==> config.mk <==
export PLATFORM = sky130hd
export DESIGN_NAME = multiword_adder_sequencer
export DESIGN_NICKNAME = d
export VERILOG_FILES = /design/src/rtl/multiword_adder_sequencer_pkg.sv /design/src/rtl/carry_forecast.sv /design/src/rtl/multiword_adder_sequencer.sv
export SDC_FILE = /design/constraint.sdc
export NUM_CORES = 1
export LEC_CHECK = 0
export ABC_CLOCK_PERIOD_IN_PS = 3700
export CAP_MARGIN = 20
export CORE_ASPECT_RATIO = 1.2
export CORE_MARGIN = 4
export CORE_UTILIZATION = 50
export DETAILED_ROUTE_END_ITERATION = 8
export PLACE_DENSITY = 0.85
export SYNTH_ARGS = -nofsm -noshare
export SYNTH_HDL_FRONTEND = slang
export SYNTH_HIERARCHICAL = 1
export SYNTH_SLANG_ARGS = --single-unit
export TNS_END_PERCENT = 20
==> constraint.sdc <==
create_clock -name i_clock -period 3.7 [get_ports i_clock]
set_input_delay 0.37 -clock i_clock [delete_from_list [all_inputs] [get_ports i_clock]]
set_output_delay 0.37 -clock i_clock [all_outputs]
set_load 0.03 [all_outputs]
==> src/rtl/multiword_adder_sequencer_pkg.sv <==
// Shared definitions for the multi-word adder sequencer.
//   state_e : FSM state encoding (IDLE=0, RUN=1, DONE=2)
//   clog2   : width of the slice index for a given slice count
package multiword_adder_sequencer_pkg;

    typedef enum logic [1:0] {
        StIdle = 2'd0,
        StRun  = 2'd1,
        StDone = 2'd2
    } state_e;

    // Minimum number of bits needed to index n items (n >= 2).
    function automatic int unsigned clog2(input int unsigned n);
        int unsigned r;
        r = 0;
        for (int unsigned i = 0; i < 32; i++) begin
            if ((32'(1) << r) < n) begin
                r = r + 1;
            end
        end
        return r;
    endfunction

endpackage

==> src/rtl/carry_forecast.sv <==
// Carry lookahead for one slice: predicts the carry out of a + b + cin
// from group generate/propagate terms without forming the sum.
// Ports:
//   i_a, i_b      : slice operands
//   i_carry_in    : carry into the slice
//   o_carry_out   : predicted carry out of the slice MSB
//   o_and_result  : bitwise generate vector (a & b)
module carry_forecast #(
    parameter int unsigned BIT_WIDTH = 4
) (
    input  logic [BIT_WIDTH-1:0] i_a,
    input  logic [BIT_WIDTH-1:0] i_b,
    input  logic                 i_carry_in,
    output logic                 o_carry_out,
    output logic [BIT_WIDTH-1:0] o_and_result
);

    logic [BIT_WIDTH-1:0] w_gen;
    logic [BIT_WIDTH-1:0] w_prop;
    logic                 w_grp_gen;
    logic                 w_grp_prop;

    assign w_gen        = i_a & i_b;
    assign w_prop       = i_a | i_b;
    assign o_and_result = w_gen;

    // Fold bit generate/propagate into a single group term, LSB upward.
    always_comb begin
        w_grp_gen  = 1'b0;
        w_grp_prop = 1'b1;
        for (int i = 0; i < int'(BIT_WIDTH); i++) begin
            w_grp_gen  = w_gen[i] | (w_prop[i] & w_grp_gen);
            w_grp_prop = w_grp_prop & w_prop[i];
        end
    end

    assign o_carry_out = w_grp_gen | (w_grp_prop & i_carry_in);

endmodule

==> src/rtl/multiword_adder_sequencer.sv <==
// Multi-cycle wide adder: computes op1 + op2 + cin one BIT_WIDTH slice per
// clock, LSB slice first, with the inter-slice carry taken from a lookahead
// forecast.
// Ports:
//   i_clock, i_reset_n            : clock, async active-low reset
//   i_start_valid / o_start_ready : command handshake
//   i_operand1, i_operand2        : operands, sampled on accept
//   i_carry_in                    : input carry, sampled on accept
//   o_result_valid/i_result_ready : result handshake
//   o_sum, o_carry_out, o_overflow: registered result
//   o_busy                        : high while RUN or DONE
module multiword_adder_sequencer
    import multiword_adder_sequencer_pkg::*;
#(
    parameter int unsigned BIT_WIDTH       = 4,
    parameter int unsigned NUMBER_OF_SLICE = 4
) (
    input  logic                                 i_clock,
    input  logic                                 i_reset_n,
    input  logic                                 i_start_valid,
    output logic                                 o_start_ready,
    input  logic [BIT_WIDTH*NUMBER_OF_SLICE-1:0] i_operand1,
    input  logic [BIT_WIDTH*NUMBER_OF_SLICE-1:0] i_operand2,
    input  logic                                 i_carry_in,
    output logic                                 o_result_valid,
    input  logic                                 i_result_ready,
    output logic [BIT_WIDTH*NUMBER_OF_SLICE-1:0] o_sum,
    output logic                                 o_carry_out,
    output logic                                 o_overflow,
    output logic                                 o_busy
);

    localparam int unsigned W     = BIT_WIDTH * NUMBER_OF_SLICE;
    localparam int unsigned IDX_W = clog2(NUMBER_OF_SLICE);

    state_e             r_state;
    state_e             w_state_next;
    logic [IDX_W-1:0]   r_idx;
    logic [W-1:0]       r_op1;
    logic [W-1:0]       r_op2;
    logic               r_carry;
    logic [W-1:0]       r_sum;
    logic               r_cout;
    logic               r_ovf;

    logic               w_accept;
    logic               w_step;
    logic               w_last;
    logic [BIT_WIDTH-1:0] w_a;
    logic [BIT_WIDTH-1:0] w_b;
    logic [BIT_WIDTH:0]   w_slice_sum;
    logic                 w_fc_carry;
    logic [BIT_WIDTH-1:0] w_fc_and;

    assign w_a         = r_op1[r_idx*BIT_WIDTH +: BIT_WIDTH];
    assign w_b         = r_op2[r_idx*BIT_WIDTH +: BIT_WIDTH];
    assign w_slice_sum = {1'b0, w_a} + {1'b0, w_b} + {{BIT_WIDTH{1'b0}}, r_carry};
    assign w_last      = (r_idx == IDX_W'(NUMBER_OF_SLICE - 1));

    carry_forecast #(
        .BIT_WIDTH (BIT_WIDTH)
    ) u_carry_forecast (
        .i_a          (w_a),
        .i_b          (w_b),
        .i_carry_in   (r_carry),
        .o_carry_out  (w_fc_carry),
        .o_and_result (w_fc_and)
    );

    always_ff @(posedge i_clock or negedge i_reset_n) begin
        if (!i_reset_n) begin
            r_state <= StIdle;
        end else begin
            r_state <= w_state_next;
        end
    end

    always_comb begin
        w_state_next   = r_state;
        w_accept       = 1'b0;
        w_step         = 1'b0;
        o_start_ready  = 1'b0;
        o_result_valid = 1'b0;
        o_busy         = 1'b0;
        unique case (r_state)
            StIdle: begin
                o_start_ready = 1'b1;
                if (i_start_valid) begin
                    w_accept     = 1'b1;
                    w_state_next = StRun;
                end
            end
            StRun: begin
                o_busy = 1'b1;
                w_step = 1'b1;
                if (w_last) begin
                    w_state_next = StDone;
                end
            end
            StDone: begin
                o_busy         = 1'b1;
                o_result_valid = 1'b1;
                if (i_result_ready) begin
                    w_state_next = StIdle;
                end
            end
            default: begin
                w_state_next = StIdle;
            end
        endcase
    end

    always_ff @(posedge i_clock or negedge i_reset_n) begin
        if (!i_reset_n) begin
            r_idx   <= '0;
            r_op1   <= '0;
            r_op2   <= '0;
            r_carry <= 1'b0;
            r_sum   <= '0;
            r_cout  <= 1'b0;
            r_ovf   <= 1'b0;
        end else if (w_accept) begin
            r_op1   <= i_operand1;
            r_op2   <= i_operand2;
            r_carry <= i_carry_in;
            r_idx   <= '0;
        end else if (w_step) begin
            r_sum[r_idx*BIT_WIDTH +: BIT_WIDTH] <= w_slice_sum[BIT_WIDTH-1:0];
            r_carry <= w_fc_carry;
            r_idx   <= w_last ? '0 : r_idx + 1'b1;
            if (w_last) begin
                r_cout <= w_fc_carry;
                // Slice MSB here is the word MSB of the new sum.
                r_ovf  <= (r_op1[W-1] == r_op2[W-1]) &&
                          (w_slice_sum[BIT_WIDTH-1] != r_op1[W-1]);
            end
        end
    end

    assign o_sum       = r_sum;
    assign o_carry_out = r_cout;
    assign o_overflow  = r_ovf;

    a_forecast_matches: assert property (@(posedge i_clock) disable iff (!i_reset_n)
        (r_state == StRun) |-> (w_fc_carry == w_slice_sum[BIT_WIDTH]));

    a_and_matches: assert property (@(posedge i_clock) disable iff (!i_reset_n)
        (r_state == StRun) |-> (w_fc_and == (w_a & w_b)));

endmodule

Word-level counts from Yosys, hierarchy flattened:

Index checks and enable logic that the tools add are counted.

* add/sub/neg operators: 4
* equality and inequality tests: 8
* shift-type cells: 4
* muxes and demuxes: 16
* bitwise logic cells: 14
* reduce and logical (&&, ||, !) cells: 7

Operators by type and width (number)
* negation 4 -> 34 bit: 1
* variable shift 4 x 34 -> 16 bit (first input constant): 1
* indexed part select 4 x 34 -> 16 bit: 1
* indexed part select 16 x 5 -> 4 bit: 2
* bitwise mux 16 bit: 1
* two-way mux 2 bit: 6
* two-way mux 1 bit: 8
* bitwise AND 1 bit: 7
* inequality test 2 bit (second input constant): 3
* case mux 2 bit (3 select lines): 1
* AND reduction 3 bit: 2
* adder 4 x 1 -> 4 bit: 1
* adder 4 bit: 1
* bitwise AND 4 bit: 1
* == test 2 bit (second input constant): 2
* OR 1 bit: 4
* OR 4 bit: 1
* adder 2 x 1 -> 2 bit (second input constant): 1
* == test 2 x 1 -> 1 bit (second input constant): 1
* zero test 2 bit: 1
* AND reduction 2 bit: 1
* nonzero test 2 bit: 1
* OR reduction 2 bit: 1
* == test 1 bit: 1
* 3 further kinds: 3

* register bits after elaboration: 55
* output and inout port bits: 21
* logic and storage cells: 61

Depth between registers and ports, before layout:

* depth after elaboration: 11
* mapped depth: 7
* mapped depth without buffers: 6

Hierarchy:

Netlist, hierarchy kept.

Modules (own cells, without submodules)
* multiword_adder_sequencer: instances 1, cells an instance 183, area an instance 2555.0 µm²
* carry_forecast: instances 1, cells an instance 11, area an instance 78.8 µm²

Least setup slack after synthesis:

OpenSTA, ideal clock, no wires.

* path type: register -> register
* from: register r_idx[0]
* to: register r_sum[15] (netlist: o_sum[15])
* data arrival time: 2.477 ns
* required time: 3.579 ns
* path slack: 1.102 ns
* stages on the path, launching flop included: 8
* buffers on the path: 1
* path through: dfrtp_1 > buf_2 > mux4_2 > fa_1 > a21o_1 > a21oi_1 > xnor2_2 > a22o_1

* longest elaborated chain between the ends: 5

RTL lines
* from (decl): RTL line multiword_adder_sequencer.sv:38 `logic [IDX_W-1:0] r_idx;`
* from (signal assigned): RTL line multiword_adder_sequencer.sv:130 `r_idx <= w_last ? '0 : r_idx + 1'b1;`
* indexed part select 16 x 5 -> 4 bit: RTL line multiword_adder_sequencer.sv:55 `assign w_a = r_op1[r_idx*BIT_WIDTH +: BIT_WIDTH];`
* net w_a[0]: RTL line multiword_adder_sequencer.sv:49 `logic [BIT_WIDTH-1:0] w_a;`
* adder 4 bit: RTL line multiword_adder_sequencer.sv:57 `assign w_slice_sum = {1'b0, w_a} + {1'b0, w_b} + {{BIT_WIDTH{1'b0}}, r_carry};`
* adder 4 x 1 -> 4 bit: RTL line multiword_adder_sequencer.sv:57
* indexed part select 4 x 34 -> 16 bit: RTL line multiword_adder_sequencer.sv:128 `r_sum[r_idx*BIT_WIDTH +: BIT_WIDTH] <= w_slice_sum[BIT_WIDTH-1:0];`
* bitwise mux 16 bit: RTL line multiword_adder_sequencer.sv:128
* to (signal, indexed assignment): RTL line multiword_adder_sequencer.sv:128
* to (decl): RTL line multiword_adder_sequencer.sv:42 `logic [W-1:0] r_sum;`

The timed path passes the listed nets, and every way through them passes these cells.
A chain may end at the register's enable or synchronous reset.

Worst setup path in the final report:

* from: register r_idx[0]
* to: register r_ovf (netlist: o_overflow)

* longest elaborated chain between the ends: 5

RTL lines
* indexed part select 16 x 5 -> 4 bit: RTL line multiword_adder_sequencer.sv:55
* net w_a[0]: RTL line multiword_adder_sequencer.sv:49
* adder 4 bit: RTL line multiword_adder_sequencer.sv:57
* adder 4 x 1 -> 4 bit: RTL line multiword_adder_sequencer.sv:57
* inequality test 1 bit: RTL line multiword_adder_sequencer.sv:135 `(w_slice_sum[BIT_WIDTH-1] != r_op1[W-1]);`
* logical AND 1 bit: RTL line multiword_adder_sequencer.sv:134 `r_ovf <= (r_op1[W-1] == r_op2[W-1]) &&`
* to (signal assigned): RTL line multiword_adder_sequencer.sv:134
* to (decl): RTL line multiword_adder_sequencer.sv:44 `logic r_ovf;`

The timed path passes the listed nets, and every way through them passes these cells.

==> summary.txt <==
GLOBAL ROUTE
--------------------------------------------------------------------------------
Number of global-route vias before repair                                  1,841
GRT Total Usage                                                            17.0%
Maximum number of pins on one net before global-route repair                  56
GRT Residual Overflow                                                          0
First-pass GRT wire length                                               8.56 mm
Number of antenna violations at the first check in global routing              0

SETUP PATH
--------------------------------------------------------------------------------
Highest net fanout along the worst path                                       17
Endpoint required time on the critical path                              3920 ps
Worst R2R Path Depth                                                           6
Critical Path Source Type                                              flip-flop
CP Capture Type                                                        flip-flop
Worst r2r dst                                                       o_overflow$_DFFE_PN0P_
Slowest cell on crit path                                           sky130_fd_sc_hd__dfrtp_1
Crit path cell chain                                                mux4_2 -> fa_1 -> a21o_1 -> a21oi_1 -> xnor2_2 -> mux2i_1
Setup CP Type                                                       flip-flop to flip-flop
Critical path data arrival time                                          3090 ps
Worst-case register-to-register setup slack                               830 ps
Largest stage delay on the critical path                                  830 ps
Worst r2r src                                                       r_idx[0]$_DFFE_PN0P_

FLOORPLANNING
--------------------------------------------------------------------------------
Placement Rows                                                                28
Overall die height                                                       87.2 um
Core area                                                               5010 um2
Die outline width                                                        74.0 um
Starting density of the core                                               52.2%
Overall die area                                                        6460 um2
Number of top-level design ports                                              58

TIMING
--------------------------------------------------------------------------------
Hold slack final                                                          171 ps
Total negative slack                                                        0 ps
Minimum clock period after layout                                        2870 ps
Final number of hold-violating endpoints                                       0
Headroom to the max-slew limit                                             50.2%
Max Clk Rate                                                           0.349 GHz
Worst-margin pin slew                                                     747 ps
Final WS setup                                                            834 ps
Final count of pins violating max slew                                         0
Final critical-path share of the clock period                              77.5%
RSZ-0062 raised after global routing                                       false
Final setup violation count                                                    0
Final worst clock skew                                                   7.61 ps

LOGIC SYNTHESIS
--------------------------------------------------------------------------------
Cell count after synthesis                                                   191
Synthesized cell area                                                   2620 um2
Syn nets                                                                     241
Avg Cell Area, Syn                                                      13.7 um2
YS warnings                                                                    6

FINISH
--------------------------------------------------------------------------------
Storage cell area                                                       1380 um2
Leading cell type in the layout, fill and taps excluded             sky130_fd_sc_hd__clkdlybuf4s50_1
Number of nets at the end of the flow                                        301
Leading cell types in the layout, fill and taps excluded            sky130_fd_sc_hd__clkdlybuf4s50_1 (56), sky130_fd_sc_hd__dfrtp_1 (55), sky130_fd_sc_hd__mux2_2 (33), sky130_fd_sc_hd__inv_1 (13), sky130_fd_sc_hd__a22o_1 (13)
Layout cells sized above 1                                                 20.6%
Area Overhead vs Synth                                                     27.2%
Number of filler instances in the final layout                               384
Antenna diode count                                                            0
Multi-input gate area in the final layout                               1160 um2

CTS
--------------------------------------------------------------------------------
Number of H-tree levels                                                        2
Worst-path clk slew                                                        90 ps
Cts hold-fix bufs                                                              0
Number of buffers created by CTS                                               5
Clock Latency Late Sink                                                   300 ps
CTS tree                                                                    done
Number of gates resized after cts                                              0
Post CTS Setup Buffer Count                                                    0
Clock tree root buffer cell                                         sky130_fd_sc_hd__clkbuf_8
Count of clock tree sinks                                                     55
Maximum buffer depth of the clock tree                                         2

PLACE
--------------------------------------------------------------------------------
Post-DP HPWL                                                             3.86 mm
Number of input and output port buffers inserted                              57
Worst-case setup slack after placement                                    841 ps
Final weighted congestion in routability-driven placement                  0.747

DRT
--------------------------------------------------------------------------------
Final wirelength                                                         5.05 mm
DR DRC count                                                                   0
Avg WL per Cell                                                          16.2 um
Count of nets left with antenna violations after detail routing                0
Number of vias in the routed layout                                        1,743
Iter 0 DRT Violations                                                        146
Post-detailed-route via-to-cell ratio                                       5.59
Drt first pass iters                                                           4

MIN PATH
--------------------------------------------------------------------------------
Worst min path class                                                primary input to asynchronous set/reset pin

POWER
--------------------------------------------------------------------------------
Cell Pwr Density                                                      949 nW/um2
Max rail drop VDD                                                         585 uV
Leak Pwr                                                              0.00143 uW

STATUS
--------------------------------------------------------------------------------
Result of the run                                                   finished clean

RUN
--------------------------------------------------------------------------------
Total of max-cap violations                                                    0

## where the power goes
part | internal, uW | total (uW) | leakage [uW] | switching [uW]
sequential | 874 | 1070 | 0.000685 | 199
combinational | 865 | 1770 | 0.000701 | 906
clock | 133 | 311 | 0.0000422 | 178
## sequential cells by signal, summed over array words and instances, names as in the netlist
register     flops
r_carry          1
o_sum           16
r_state          2
r_idx            2
r_op2           16
o_carry_out      1
o_overflow       1
r_op1           16
## final cells by class
cell class | instances | area share, %
Sequential cell | 55 | 41.4
Multi-Input combinational cell | 117 | 35.0
Timing Repair Buffer | 59 | 17.5
Clock buffer | 7 | 2.29
Tap cell | 60 | 2.26
Inverter | 13 | 1.47
Clock inverter | 1 | 0.150
## layer usage
metal,GRT usage (%),share of wire (%),vias to the layer above
met5,0,0,-
met4,3.95,0.85,0
met3,2.89,5.9,6
met2,29.7,53,67
met1,22.0,40,862
li1,-,-,808
## per-stage QoR
step | instance area (um2) | power, uW | util, % | cells
after global routing | 3330 | 3400 | 66.4 | 312
after floorplan | 2620 | 2340 | - | 191
after detailed placement | 3240 | 2870 | 64.8 | 304
final | 3330 | 3150 | 66.4 | 312
after global placement | 3240 | 2780 | 64.8 | 304
after CTS | 3330 | 3180 | 66.4 | 312
## critical path: cells and delay by family, from the launching register on
kind,cells,cell delay [ps]
muxes,2,860
DFF,1,830
adders and majority gates,1,450
AOI/OAI and AO/OA,2,420
xor gates and xnor gates,1,220
## worst max-delay path by stage
stage / start / to / cells after the start
CTS: r_idx[0]$_DFFE_PN0P_ / o_overflow$_DFFE_PN0P_ / 6
finish: r_idx[0]$_DFFE_PN0P_ / o_overflow$_DFFE_PN0P_ / 6
global route: r_idx[0]$_DFFE_PN0P_ / o_overflow$_DFFE_PN0P_ / 6
global placement: r_idx[0]$_DFFE_PN0P_ / o_overflow$_DFFE_PN0P_ / 6
detailed placement: r_idx[0]$_DFFE_PN0P_ / o_sum[3]$_DFFE_PN0P_ / 6
floorplan: r_idx[0]$_DFFE_PN0P_ / o_sum[15]$_DFFE_PN0P_ / 7
Power figures use the tool's default switching activity.
==> edit, RTL diff (same settings) <==
`BIT_WIDTH` is set to 4 in 2 places; all go to 5.
--- a/src/rtl/carry_forecast.sv
+++ b/src/rtl/carry_forecast.sv
@@ -6,7 +6,7 @@
 //   o_carry_out   : predicted carry out of the slice MSB
 //   o_and_result  : bitwise generate vector (a & b)
 module carry_forecast #(
-    parameter int unsigned BIT_WIDTH = 4
+    parameter int unsigned BIT_WIDTH = 5
 ) (
     input  logic [BIT_WIDTH-1:0] i_a,
     input  logic [BIT_WIDTH-1:0] i_b,
--- a/src/rtl/multiword_adder_sequencer.sv
+++ b/src/rtl/multiword_adder_sequencer.sv
@@ -12,7 +12,7 @@
 module multiword_adder_sequencer
     import multiword_adder_sequencer_pkg::*;
 #(
-    parameter int unsigned BIT_WIDTH       = 4,
+    parameter int unsigned BIT_WIDTH       = 5,
     parameter int unsigned NUMBER_OF_SLICE = 4
 ) (
     input  logic                                 i_clock,
Ports: changed (resized i_operand1, i_operand2 and o_sum); port bits go from 58 to 70. No check against the original RTL was run, so the function may have changed too.
==> edit against the unedited design <==
- cell area up 25%
- via count is 25% higher
- critical path depth rose by 3
- sequential cell count is 12 higher
- combinational power rose by 28%
- wire length up 32%
- global-route usage increased by 2.1 points
- total power grew 31%
- synthesized area rose by 21%
- worst setup slack better by 0.21 ns
- largest power group unchanged
==> edit: results (changes against the unedited design) <==
The global-route wire length before repair came out at 10900 um (+27%). The clock tree skew after final layout is 0.00680 ns (-0.000816 ns). The post-layout net count came out at 368 (+22%). The kind of end point of the critical path is a flip-flop. The clock-pin slew on the worst setup and hold paths came to 0.07 ns (-0.02 ns). The instance area at placement was 3930 um^2 (+21%). The endpoint identified for the worst register-to-register timing path is o_overflow.

The number of warnings issued by yosys is 6 (unchanged). The share of final-layout standard cells stronger than drive strength 1 came to 0.230 (+0.0237). The number of nets produced by synthesis is 291 (+21%). The worst voltage drop across the vdd grid came out at 0.000525 V (-10%). The clock insertion delay at the later pin of the skew report came to 0.34 ns (+0.04 ns). The startpoint identified for the worst register-to-register timing path is r_idx[0].

The maximum number of pins on one net before global-route repair is 46 (-18%). The routed length per instance is 16.9 um (+4.4%). The deepest level of the CTS H-tree was 3 (+1). The number of antenna violations at the first check in global routing came to 0 (unchanged). The antenna diode count is 0 (unchanged).

The cell count of the worst reg-to-reg path is 9 (+3). The quantity of I/O buffers inserted on ports came out at 69 (+21%). The slew of the pin with the lowest slew margin came out at 0.903 ns (+0.156 ns).

The detailed router's first-iteration violation count came out at 112 (-23%). The flow ran to the end, and the final reports show no timing, DRC or antenna violations. The via-per-instance ratio came out at 5.53 (-0.94%). The largest driver fanout on the critical path was 17 (unchanged). The total routing usage reported by global routing was 0.191 (+0.0207).

The number of buffers on the longest clock path is 2 (unchanged). The reported leakage power is 1.79 nW (+25%). The number of global-route vias before repair was 2283 (+24%).

The register-to-register setup slack is 1.05 ns (+0.21 ns). The arrival time at the worst endpoint came out at 2.92 ns (-0.17 ns). The number of filler cells placed in the layout came out at 466 (+21%).

The post-CTS setup-driven buffer insertion count is 0 (unchanged). The min-delay analysis places its worst path in the category in -> async. The total CTS buffers was 9 (+4). The count of TritonRoute iterations in the first routing pass is 4 (unchanged).

The root cell of the clock tree is sky130_fd_sc_hd__clkbuf_8. The half-perimeter wire length of the detailed placement result is 5120 um (+32%). The placer congestion estimate came out at 0.842 (+13%). The post-cts resize count was 0 (unchanged).
## edit: layout make-up
cell class | instances | area [um^2] | area share
clock buffers | 13 | 159 | 0.0382
flip-flops and latches | 67 | 1680 | 0.403
repair buffers | 74 | 738 | 0.178
clock inverters | 2 | 35.0 | 0.00843
multi-input cells | 142 | 1390 | 0.334
inverters | 15 | 56.3 | 0.0136
well taps | 82 | 103 | 0.0247
## edit: worst max-delay path by stage
| stage | start | endpoint | slack (ns) | cells after the start |
|---|---|---|---|---|
| floorplan | r_idx[0] | o_sum[14] | 0.85 | 11 |
| global placement | r_idx[0] | o_sum[14] | 1.15 | 9 |
| detailed placement | r_idx[0] | o_overflow | 1.01 | 9 |
| CTS | r_idx[0] | o_overflow | 1.03 | 9 |
| global route | r_idx[0] | o_overflow | 0.84 | 9 |
| finish | r_idx[0] | o_overflow | 1.05 | 9 |
## edit: critical path, stage by stage (launching register included)
cell,delay (ns)
sky130_fd_sc_hd__dfrtp_1,0.41
sky130_fd_sc_hd__buf_4,0.30
sky130_fd_sc_hd__mux4_1,0.69
sky130_fd_sc_hd__inv_1,0.12
sky130_fd_sc_hd__fa_1,0.22
sky130_fd_sc_hd__inv_1,0.06
sky130_fd_sc_hd__a21o_1,0.15
sky130_fd_sc_hd__a21oi_1,0.22
sky130_fd_sc_hd__xnor2_2,0.19
sky130_fd_sc_hd__mux2i_1,0.22
## edit: through the flow
| step | instances | util | hold WS, ns |
|---|---|---|---|
| 2_1_floorplan | 232 | - | 0.0744 |
| 3_3_place_gp | 378 | 0.646 | 0.464 |
| 3_5_place_dp | 378 | 0.646 | 0.470 |
| 4_1_cts | 393 | 0.677 | 0.194 |
| 5_1_grt | 395 | 0.682 | 0.462 |
| 6_report | 395 | 0.682 | 0.448 |
## edit: where the power goes
part	leakage [nW]	switching [mW]	internal, mW	total [mW]
clock network	0.0995	0.251	0.344	0.594
logic	0.856	1.19	1.07	2.26
registers	0.834	0.199	1.07	1.27
## edit: metal layers
metal | share of wire | vias to the layer above | GRT usage | routed length [um]
met2 | 0.53 | 69 | 0.331 | 3520
met3 | 0.050 | 18 | 0.0510 | 335
li1 | - | 997 | - | -
met1 | 0.39 | 1102 | 0.213 | 2620
met4 | 0.030 | 0 | 0.103 | 199
met5 | 0 | - | 0 | 0
